`src/rtl/sram_1rw_req_adapter.sv`:
```
// sram_1rw_req_adapter
// Bridges a valid/ready request stream onto a single-port synchronous SRAM
// macro with one cycle of read latency. Read data is captured into a small
// in-order response FIFO. The request side is credit-limited so that every
// read that is accepted always has a FIFO slot waiting for it.
//
// Handshake semantics:
//   request : a transfer happens in any cycle where v_i & ready_o. ready_o is
//             a function of registered state and reset_i only. It never
//             depends on v_i, w_i or yumi_i. A requester may raise v_i
//             without waiting for ready_o and must hold the request until it
//             is accepted.
//   response: v_o/data_o come from registers. The consumer pulses yumi_i in
//             a cycle where v_o=1 to pop the head entry. yumi_i with v_o=0 is
//             illegal.
module sram_1rw_req_adapter #(
  parameter int width_p      = 64,
  parameter int els_p        = 512,
  parameter int addr_width_p = 9,
  parameter int fifo_els_p   = 3
) (
  input  logic                    clk_i,
  input  logic                    reset_i,

  input  logic                    v_i,
  input  logic                    w_i,
  input  logic [addr_width_p-1:0] addr_i,
  input  logic [width_p-1:0]      data_i,
  input  logic [width_p-1:0]      w_mask_i,
  output logic                    ready_o,

  output logic                    v_o,
  output logic [width_p-1:0]      data_o,
  input  logic                    yumi_i,

  output logic                    sram_ce_o,
  output logic                    sram_we_o,
  output logic [addr_width_p-1:0] sram_addr_o,
  output logic [width_p-1:0]      sram_wd_o,
  output logic [width_p-1:0]      sram_w_mask_o,
  input  logic [width_p-1:0]      sram_rd_i
);

  // Counters span 0..fifo_els_p inclusive. Pointers span 0..fifo_els_p-1.
  localparam int CNT_W = $clog2(fifo_els_p + 1);
  localparam int PTR_W = (fifo_els_p > 1) ? $clog2(fifo_els_p) : 1;

  localparam logic [CNT_W-1:0] FULL_CNT = CNT_W'(fifo_els_p);
  localparam logic [PTR_W-1:0] LAST_PTR = PTR_W'(fifo_els_p - 1);

  // Request-side decode.
  logic fire;
  logic rd_fire;

  // Response FIFO events.
  logic enq;
  logic deq;

  // Registered state and next-state.
  logic               inflight_q;
  logic               inflight_d;
  logic [PTR_W-1:0]   wptr_q;
  logic [PTR_W-1:0]   wptr_d;
  logic [PTR_W-1:0]   rptr_q;
  logic [PTR_W-1:0]   rptr_d;
  logic [CNT_W-1:0]   count_q;
  logic [CNT_W-1:0]   count_d;
  logic [CNT_W-1:0]   pending_q;
  logic [CNT_W-1:0]   pending_d;

  logic [width_p-1:0] mem_q [fifo_els_p];

  // pending counts FIFO entries plus the read still in the SRAM pipeline.
  // Holding it below the FIFO depth guarantees that each capture has room.
  assign ready_o = ~reset_i & (pending_q < FULL_CNT);

  // fire is gated by ready_o, which is low in reset. So ce/we stay 0 in
  // reset and in idle cycles even if w_i is unknown.
  assign fire    = v_i & ready_o;
  assign rd_fire = fire & ~w_i;

  assign sram_ce_o     = fire;
  assign sram_we_o     = fire & w_i;
  assign sram_addr_o   = addr_i;
  assign sram_wd_o     = data_i;
  assign sram_w_mask_o = w_mask_i;

  // sram_rd_i is sampled only in the one cycle after a read fire. In every
  // other cycle the macro output is undefined.
  assign enq = inflight_q & ~reset_i;
  assign deq = yumi_i & v_o;

  // The head entry sits in a register, so the response outputs are registered.
  assign v_o    = (count_q != '0);
  assign data_o = mem_q[rptr_q];

  // Next-state for the read pipeline flag, FIFO pointers, occupancy and pending.
  always_comb begin
    inflight_d = rd_fire;
    wptr_d     = wptr_q;
    rptr_d     = rptr_q;
    count_d    = count_q;
    pending_d  = pending_q;

    if (enq) begin
      wptr_d = (wptr_q == LAST_PTR) ? '0 : wptr_q + 1'b1;
    end
    if (deq) begin
      rptr_d = (rptr_q == LAST_PTR) ? '0 : rptr_q + 1'b1;
    end

    unique case ({enq, deq})
      2'b10:   count_d = count_q + 1'b1;
      2'b01:   count_d = count_q - 1'b1;
      default: count_d = count_q;
    endcase

    unique case ({rd_fire, deq})
      2'b10:   pending_d = pending_q + 1'b1;
      2'b01:   pending_d = pending_q - 1'b1;
      default: pending_d = pending_q;
    endcase
  end

  // Control state update. A reset drops any read in flight.
  always_ff @(posedge clk_i) begin
    if (reset_i) begin
      inflight_q <= 1'b0;
      wptr_q     <= '0;
      rptr_q     <= '0;
      count_q    <= '0;
      pending_q  <= '0;
    end else begin
      inflight_q <= inflight_d;
      wptr_q     <= wptr_d;
      rptr_q     <= rptr_d;
      count_q    <= count_d;
      pending_q  <= pending_d;
    end
  end

  // Response storage. The data path is not reset and is written only on capture.
  always_ff @(posedge clk_i) begin
    if (enq) begin
      mem_q[wptr_q] <= sram_rd_i;
    end
  end

  // Simulation-only protocol and consistency checks.
  a_yumi_needs_valid : assert property (
    @(posedge clk_i) disable iff (reset_i) yumi_i |-> v_o
  );

  a_pending_consistent : assert property (
    @(posedge clk_i) disable iff (reset_i)
      pending_q == (count_q + CNT_W'(inflight_q))
  );

  a_pending_bounded : assert property (
    @(posedge clk_i) disable iff (reset_i) pending_q <= FULL_CNT
  );

  a_addr_in_range : assert property (
    @(posedge clk_i) disable iff (reset_i) fire |-> (int'(addr_i) < els_p)
  );

endmodule

```
`config.mk`:
```
export PLATFORM = sky130hd
export DESIGN_NAME = sram_1rw_req_adapter
export DESIGN_NICKNAME = d
export VERILOG_FILES = /design/src/rtl/sram_1rw_req_adapter.sv
export SDC_FILE = /design/constraint.sdc
export NUM_CORES = 1
export LEC_CHECK = 0
export ABC_AREA = 1
export BUFFER_PORTS_ARGS = -buffer_cell sky130_fd_sc_hd__buf_2
export CORE_AREA = 5 5 157 159
export CTS_CLUSTER_SIZE = 10
export DETAILED_ROUTE_END_ITERATION = 12
export DIE_AREA = 0 0 162 164
export GPL_TIMING_DRIVEN = 0
export HOLD_SLACK_MARGIN = 0.12
export PLACE_DENSITY = 0.69
export SLEW_MARGIN = 20
export SYNTH_ARGS = -nofsm -noshare
export SYNTH_HDL_FRONTEND = slang
export SYNTH_SLANG_ARGS = --single-unit
```
`constraint.sdc`:
```
create_clock -name clk_i -period 5.2 [get_ports clk_i]
set_input_delay 0.52 -clock clk_i [delete_from_list [all_inputs] [get_ports clk_i]]
set_output_delay 0.52 -clock clk_i [all_outputs]
set_load 0.02 [all_outputs]
```
==> key figures, run 1 <==
Outcome
  • Status: finished clean

Clocking
  • CTS Sinks: 203
  • Max clock buf depth: 3
  • Total CTS buffers: 24
  • Root Driver: clkbuf_16
  • H-tree depth: 1
  • Worst-path clk slew: around 0.05 ns
  • CTS tree: built
  • Clk_lat worst skew: 0.51 ns
  • Setup repair bufs after CTS: 0
  • CTS Hold Bufs: 0
  • Post-CTS sizing: 0

Timing
  • Final hold slack: 0.206 ns
  • Worst Tran Pin Value: about 0.46 ns
  • Max Freq: 0.426 GHz
  • Final Hold Vio Count: 0
  • Final TNS setup: 0 ns
  • Max-slew headroom: 69.3%
  • RSZ-0062 raised after global routing: no
  • Final Max Tran Viols: 0
  • Minimum clock period: 2.35 ns
  • Crit share post-route: 45.1%
  • Setup Skew: 0.0114 ns
  • Final setup fails: 0

Drt
  • Final wirelength: 27200 um
  • Vias per cell: 4.66
  • Drt initial violations: 368
  • Vias: 6051
  • Antenna viol nets, final: 0
  • DRC Markers: 0
  • DR pass1 iterations: 4
  • DR WL/cell: ~21 um

Die
  • # rows: 56
  • DIE HEIGHT: between 150 and 200 um
  • Initial Util: 39.6%
  • CORE AREA: between 20000 and 25000 um2
  • I/O pin count: 411
  • Die Wd: roughly 160 um
  • Die area: about 27000 um2

Synth
  • #FFs+latches synth: 203
  • XOR/XNOR share of the synthesized area: 0%
  • Post-synth EDFFs: 192
  • Mapped Cells: about 700
  • Ys flop type: edfxtp_1
  • Synth Net Count: 897
  • Simple-Gate Fraction of Synth Area: between 6 and 7%
  • Adder-Cell Fraction of Synth Area: 0.273%
  • Multiplexer share of the synthesized area: 0%
  • Syn avg cell area: 13.3 um2
  • Post-synthesis sequential area ratio: 65.4%
  • Post-synth ARST share: 0%
  • Compound-Gate Fraction of Synth Area: 12.5%
  • Synth warnings: 0
  • Synthesized cell area: 9150 um2
  • Largest family of logic cells by synthesized area: buffers and inverters
  • Synth cell types: 18

Setup path
  • CP max stage delay: 0.32 ns
  • Cell-by-cell trace of the critical path: inv_2 -> buf_2 -> nand2_1 -> a21oi_2 -> buf_2
  • Crit-path max FO: 10
  • Reg2Reg Depth: 6
  • Top delay family on crit path: buffers and inverters
  • Crit path to: data_o[52]
  • Reg2reg end: mem_q[2][62]$_DFFE_PP_
  • CP bufs+invs: 3
  • Worst EP required: 4.68 ns
  • Startpoint types: flop
  • Critical path class: reg2out
  • Nature of the critical path endpoint: output pin
  • Setup slack, reg-to-reg: ~3.4 ns
  • Crit path DAT: 1.83 ns
  • Reg2reg start: inflight_q$_SDFF_PP0_
  • Worst path depth: 5
  • CP max stage cell: dfxtp_1
  • Most Frequent Cell on Critical Path: buf_2

Pwr
  • Sequential Power Share: between 40% and 50%
  • Sw Share: 25.5%
  • Psw: 1000 uW
  • Clock share of power: a little under two fifths
  • Maximum vdd drop: 0.373 mV
  • Gate power share: 16.8%
  • P_int: between 2000 and 3000 uW
  • Leakage: approximately 0.0048 uW
  • Power Density: 336 nW/um2

Placement
  • Port bufs: 273
  • DP HPWL: roughly 21000 um
  • GP Congestion: 0.862

GRT
  • Tot GR Track Use: approximately a fifth
  • Gr busiest metal: met2
  • Met2 Track Usage GR: 31.3%
  • Met1 GRT Util: about a quarter
  • First-pass GRT wire length: 37700 um
  • Grt ovf: 0
  • Met3 Track Usage GR: between 5 and 6%
  • Initial antenna violation count: 0
  • Vias in the first global route: 5957
  • Largest net degree at the start of global routing: 44

Layout
  • Register cell area after layout: 5990 um2
  • Area Overhead vs Synth: 28.0%
  • Most common cell after layout, fill and taps aside: buf_2
  • Final Util: 50.7%
  • Most frequent cells in the layout: 285 x buf_2, 192 x edfxtp_1, 137 x buf_4
  • Diodes inserted: 0
  • # nets final: roughly 1200
  • Fill count: 2020
  • Multi-input logic area: 1800 um2
  • Layout cells sized above 1: 59.1%

Worst hold path
  • Tightest Hold Check Type: in2reg

Job
  • Max-cap violations: 0
stage by stage:
| step | cell area [um2] | instances | setup WS [ns] | power [uW] |
|---|---|---|---|---|
| detailed placement | 11000 | 1259 | 3.07 | 2510 |
| global placement | 10900 | 1252 | -0.714 | 2510 |
| floorplan | 9160 | 689 | 1.52 | 2290 |
| CTS | 11700 | 1298 | 2.79 | 3980 |
| finish | 11700 | 1298 | 2.85 | 3930 |
| global route | 11700 | 1298 | 2.69 | 4090 |
layout make-up:
type,count,area share (%)
Clock buffer,37,5.63
Buffer,163,11.1
Tap cell,290,3.10
Sequential cell,203,51.1
Multi-Input combinational cell,302,15.3
Inverter,21,0.716
Clock inverter,2,0.171
Timing Repair Buffer,280,12.8
power by group through the flow:
stage | registers (uW) | logic (uW) | clock network [uW]
2_1_floorplan | 1850 | 440 | 0
3_3_place_gp | 1850 | 659 | 0
3_5_place_dp | 1850 | 666 | 0
4_1_cts | 1810 | 668 | 1500
5_1_grt | 1810 | 705 | 1570
6_report | 1810 | 659 | 1460
worst min-delay path by stage:
| stage | start | to | depth (start not counted) |
|---|---|---|---|
| 3_3_place_gp | wptr_q[1]$_SDFFE_PP0P_ | wptr_q[1]$_SDFFE_PP0P_ | 2 |
| 4_1_cts | sram_rd_i[51] | mem_q[2][51]$_DFFE_PP_ | 1 |
| 5_1_grt | sram_rd_i[51] | mem_q[2][51]$_DFFE_PP_ | 1 |
| 2_1_floorplan | wptr_q[1]$_SDFFE_PP0P_ | wptr_q[1]$_SDFFE_PP0P_ | 2 |
| 6_report | sram_rd_i[3] | mem_q[1][3]$_DFFE_PP_ | 1 |
| 3_5_place_dp | wptr_q[1]$_SDFFE_PP0P_ | wptr_q[1]$_SDFFE_PP0P_ | 2 |
metal layers:
| layer | up-vias | share of wire (%) | wire length [um] |
|---|---|---|---|
| li1 | 2864 | - | - |
| met3 | 40 | 8.0 | 2170 |
| met4 | 0 | 2.3 | 638 |
| met1 | 2907 | 42 | 11400 |
| met2 | 240 | 48 | 13100 |
| met5 | - | 0 | 0 |
Yosys cell counts, types with 3 or more instances:
cell / number / share of area [%]
edfxtp_1: 192 / 63
buf_4: 137 / 11
a21oi_2: 121 / 12
nor2_1: 81 / 3.3
nand2_1: 77 / 3.2
inv_1: 18 / 0.74
a21oi_1: 12 / 0.66
buf_2: 12 / 0.66
dfxtp_1: 11 / 2.4
buf_6: 7 / 0.86
buf_12: 6 / 1.3
o21ai_0: 4 / 0.22
inv_2: 3 / 0.12
worst reg2reg max path, delay by kind of cell, from the launching register on:
| family | cells | cell delay, ns |
|---|---|---|
| buf+inv | 4 | 0.61 |
| simple gates | 2 | 0.55 |
| flops | 1 | 0.30 |
state kept, by name, indices dropped and copies added (netlist names), named ones only:
name and flops:
count_q 2, inflight_q 1, mem_q 192, pending_q 2
rptr_q 2, wptr_q 2
cells by family (layout without fill, tap and decap cells):
logic type | count (synthesis) | in the layout
and+or+nand+nor | 163 | 163
adders and majority gates | 2 | 2
AOI/OAI and AO/OA | 137 | 137
DFF | 203 | 203
buffers and inverters | 184 | 503
(Power assumes the default switching activity.)
==> run 2, diff against run 1 <==
--- a/config.mk
+++ b/config.mk
@@ -13,7 +13,7 @@
 export DIE_AREA = 0 0 162 164
 export GPL_TIMING_DRIVEN = 0
 export HOLD_SLACK_MARGIN = 0.12
-export PLACE_DENSITY = 0.69
+export PLACE_DENSITY = 0.66
 export SLEW_MARGIN = 20
 export SYNTH_ARGS = -nofsm -noshare
 export SYNTH_HDL_FRONTEND = slang
==> constraint.sdc (replaced) <==
create_clock -name clk_i -period 2.2 [get_ports clk_i]
set_input_delay 0.22 -clock clk_i [delete_from_list [all_inputs] [get_ports clk_i]]
set_output_delay 0.22 -clock clk_i [all_outputs]
set_load 0.02 [all_outputs]
==> run 2 against run 1 <==
Against the previous run:
- critical path depth stayed put
- sequential power is 140% higher
- largest power group unchanged
- sequential cell count stayed put
- highest routed layer is now met5
==> key figures, run 2 (synthesis gave the netlist of run 1 again) <==
Outcome
  • Status: finished clean

Setup path
  • Cell-by-cell trace of the critical path: inv_2 -> buf_2 -> nand2_1 -> a21oi_2 -> buf_2
  • Crit path DAT: 1.79 ns (-0.04 ns)
  • Startpoint types: flop
  • CP max stage cell: dfxtp_1
  • Reg2Reg Depth: 7 (+1)
  • Worst EP required: 1.98 ns (-2.70 ns)
  • CP max stage delay: 0.32 ns (about the same)
  • CP bufs+invs: 3 (unchanged)
  • Top delay family on crit path: buffers and inverters
  • Reg2reg end: mem_q[2][17]$_DFFE_PP_
  • Reg2reg start: inflight_q$_SDFF_PP0_
  • Crit-path max FO: 10 (unchanged)
  • Critical path class: reg2out
  • Nature of the critical path endpoint: output pin
  • Setup slack, reg-to-reg: 0.37 ns (-3.07 ns)
  • Most Frequent Cell on Critical Path: buf_2

Layout
  • Most flops, register: mem_q
  • Most frequent cells in the layout: 285 x buf_2, 192 x edfxtp_1, 137 x buf_4
  • Finished Cell Area: 12400 um2 (+6.3%)
  • Final Util: 53.8% (+3.2 points)
  • Final std cells w/o fill: 1371 (+5.6%)
  • # nets final: 1275 (+6.0%)
  • Diodes inserted: 0 (unchanged)
  • Max reg flops: 192 (unchanged)
  • Area Overhead vs Synth: 36.0%
  • Layout cells sized above 1: 56.1% (-3.1 points)
  • Fill count: 1949 (-3.5%)
  • Most common cell after layout, fill and taps aside: buf_2

Drt
  • Final wirelength: 27100 um (-0.49%)
  • DR WL/cell: 19.8 um (-5.8%)
  • Vias per cell: 4.59 (-1.5%)
  • Drt initial violations: 283 (-23%)
  • DRC Markers: 0 (unchanged)
  • Vias: 6295 (+4.0%)
  • DR pass1 iterations: 5 (+1)
  • Antenna viol nets, final: 0 (unchanged)

Clocking
  • Worst-path clk slew: 0.05 ns (about the same)
  • Root Driver: clkbuf_16
  • Total CTS buffers: 25 (+4.2%)
  • Max clock buf depth: 3 (unchanged)
  • Clk_lat worst skew: 0.51 ns (about the same)
  • Post-CTS sizing: 0 (unchanged)
  • H-tree depth: 1 (unchanged)
  • CTS tree: built
  • CTS Sinks: 203 (unchanged)

Placement
  • Placement Setup Slack: 0.315 ns (-2.75 ns)
  • DP HPWL: 20200 um (-4.5%)
  • Port bufs: 273 (unchanged)
  • Cell count after placement: 1262 (+0.24%)
  • GP Congestion: 0.908 (+5.4%)
  • Cell area after placement: 11100 um2 (+0.35%)

Timing
  • Crit share post-route: about nine tenths
  • Final Hold Vio Count: 0 (unchanged)
  • Final setup fails: 0 (unchanged)
  • RSZ-0062 raised after global routing: no
  • Max Freq: just under 0.5 GHz
  • Worst Tran Pin Value: 0.437 ns (-0.0244 ns)
  • Final Max Tran Viols: 0 (unchanged)
  • Minimum clock period: ~2.0 ns
  • Setup Skew: 0.0191 ns (+0.00778 ns)
  • Max-slew headroom: 70.8% (+1.5 points)
  • Final worst slack: 0.190 ns (-2.66 ns)

GRT
  • Vias in the first global route: 6269 (+5.2%)
  • Grt ovf: 0 (unchanged)
  • Tot GR Track Use: 18.9% (-0.32 points)
  • First-pass GRT wire length: 37700 um (+0.11%)
  • Initial antenna violation count: 2 (+2)
  • Largest net degree at the start of global routing: 31 (-30%)

Die
  • DIE HEIGHT: 164 um (unchanged)
  • # rows: 56 (unchanged)
  • CORE AREA: 23100 um2 (unchanged)
  • Die Wd: 162 um (unchanged)
  • Initial Util: 39.6% (unchanged)
  • I/O pin count: 411 (unchanged)
  • Die area: 26600 um2 (unchanged)

Pwr
  • Maximum vdd drop: 0.618 mV (+66%)
  • Power Density: 759 nW/um2 (+130%)
  • Leakage: 0.00515 uW (+6.2%)

Worst hold path
  • Worst Hold End: pending_q[0]$_SDFFE_PP0P_
  • Tightest Hold Check Type: in2reg
  • Hold Path Stages: 7 (+6)
  • Worst hold start: v_i

Job
  • Max-cap violations: 0 (unchanged)
## run 2: cell types whose count changed in the layout (fill, tap and decap cells not counted), moves of 2 or more
cell           before  now
inv_2               3    5
clkinv_2            0    3
clkinvlp_4          0    2
dlygate4sd3_1       0   68
buf_16              2    0
buf_12              7   10
buf_6               7    9
inv_1              16   14
inv_4               2    0
clkbuf_1           12   10
## run 2: worst reg2reg max path: stages, from the launching register on
cell and delay [ns]:
dfxtp_2 0.32, inv_2 0.05, nor2_4 0.12, inv_2 0.06, nor3_4 0.41, buf_6 0.23
buf_8 0.16, buf_8 0.19
## run 2: report_power, final
| part | internal [uW] | switching [uW] | leakage, uW |
|---|---|---|---|
| Clock | 2070 | 1430 | 0.000339 |
| Sequential | 4270 | 17.3 | 0.00182 |
| Combinational | 694 | 963 | 0.00299 |
## run 2: metal layers
layer	wire, um	GRT usage [%]
met5	27	0
met4	402	3.58
met3	2110	5.32
met2	13300	32.1
met1	11300	24.5
## run 2: area by class of cell
type | count | area [um2] | area share [%]
Sequential cell | 203 | 5990 | 48.1
Timing Repair Buffer | 351 | 2210 | 17.8
Multi-Input combinational cell | 302 | 1800 | 14.5
Buffer | 163 | 1300 | 10.5
Clock buffer | 35 | 663 | 5.33
Tap cell | 290 | 363 | 2.92
Inverter | 21 | 86.3 | 0.694
Clock inverter | 6 | 31.3 | 0.251
## run 2: worst max-delay path by stage
| stage | endpoint | cells past startpoint |
|---|---|---|
| global placement | mem_q[2][20]$_DFFE_PP_ | 4 |
| global route | data_o[41] | 5 |
| CTS | data_o[29] | 5 |
| finish | data_o[41] | 5 |
| detailed placement | mem_q[2][20]$_DFFE_PP_ | 7 |
| floorplan | mem_q[2][0]$_DFFE_PP_ | 4 |
## run 2: repair_timing
action / 4_1_cts / 5_1_grt
hold endpoints to repair: 197 / 0
hold buffers: 68 / 0
buffers inserted: 0 / 0
## run 2: metrics by stage
step | power [uW] | setup TNS (ns) | hold WS (ns)
detailed placement | 5940 | 0 | 0.424
global route | 9840 | 0 | 0.435
floorplan | 5410 | -20.19 | 0.289
global placement | 5920 | -163.05 | 0.421
CTS | 9550 | 0 | 0.354
finish | 9450 | 0 | 0.394
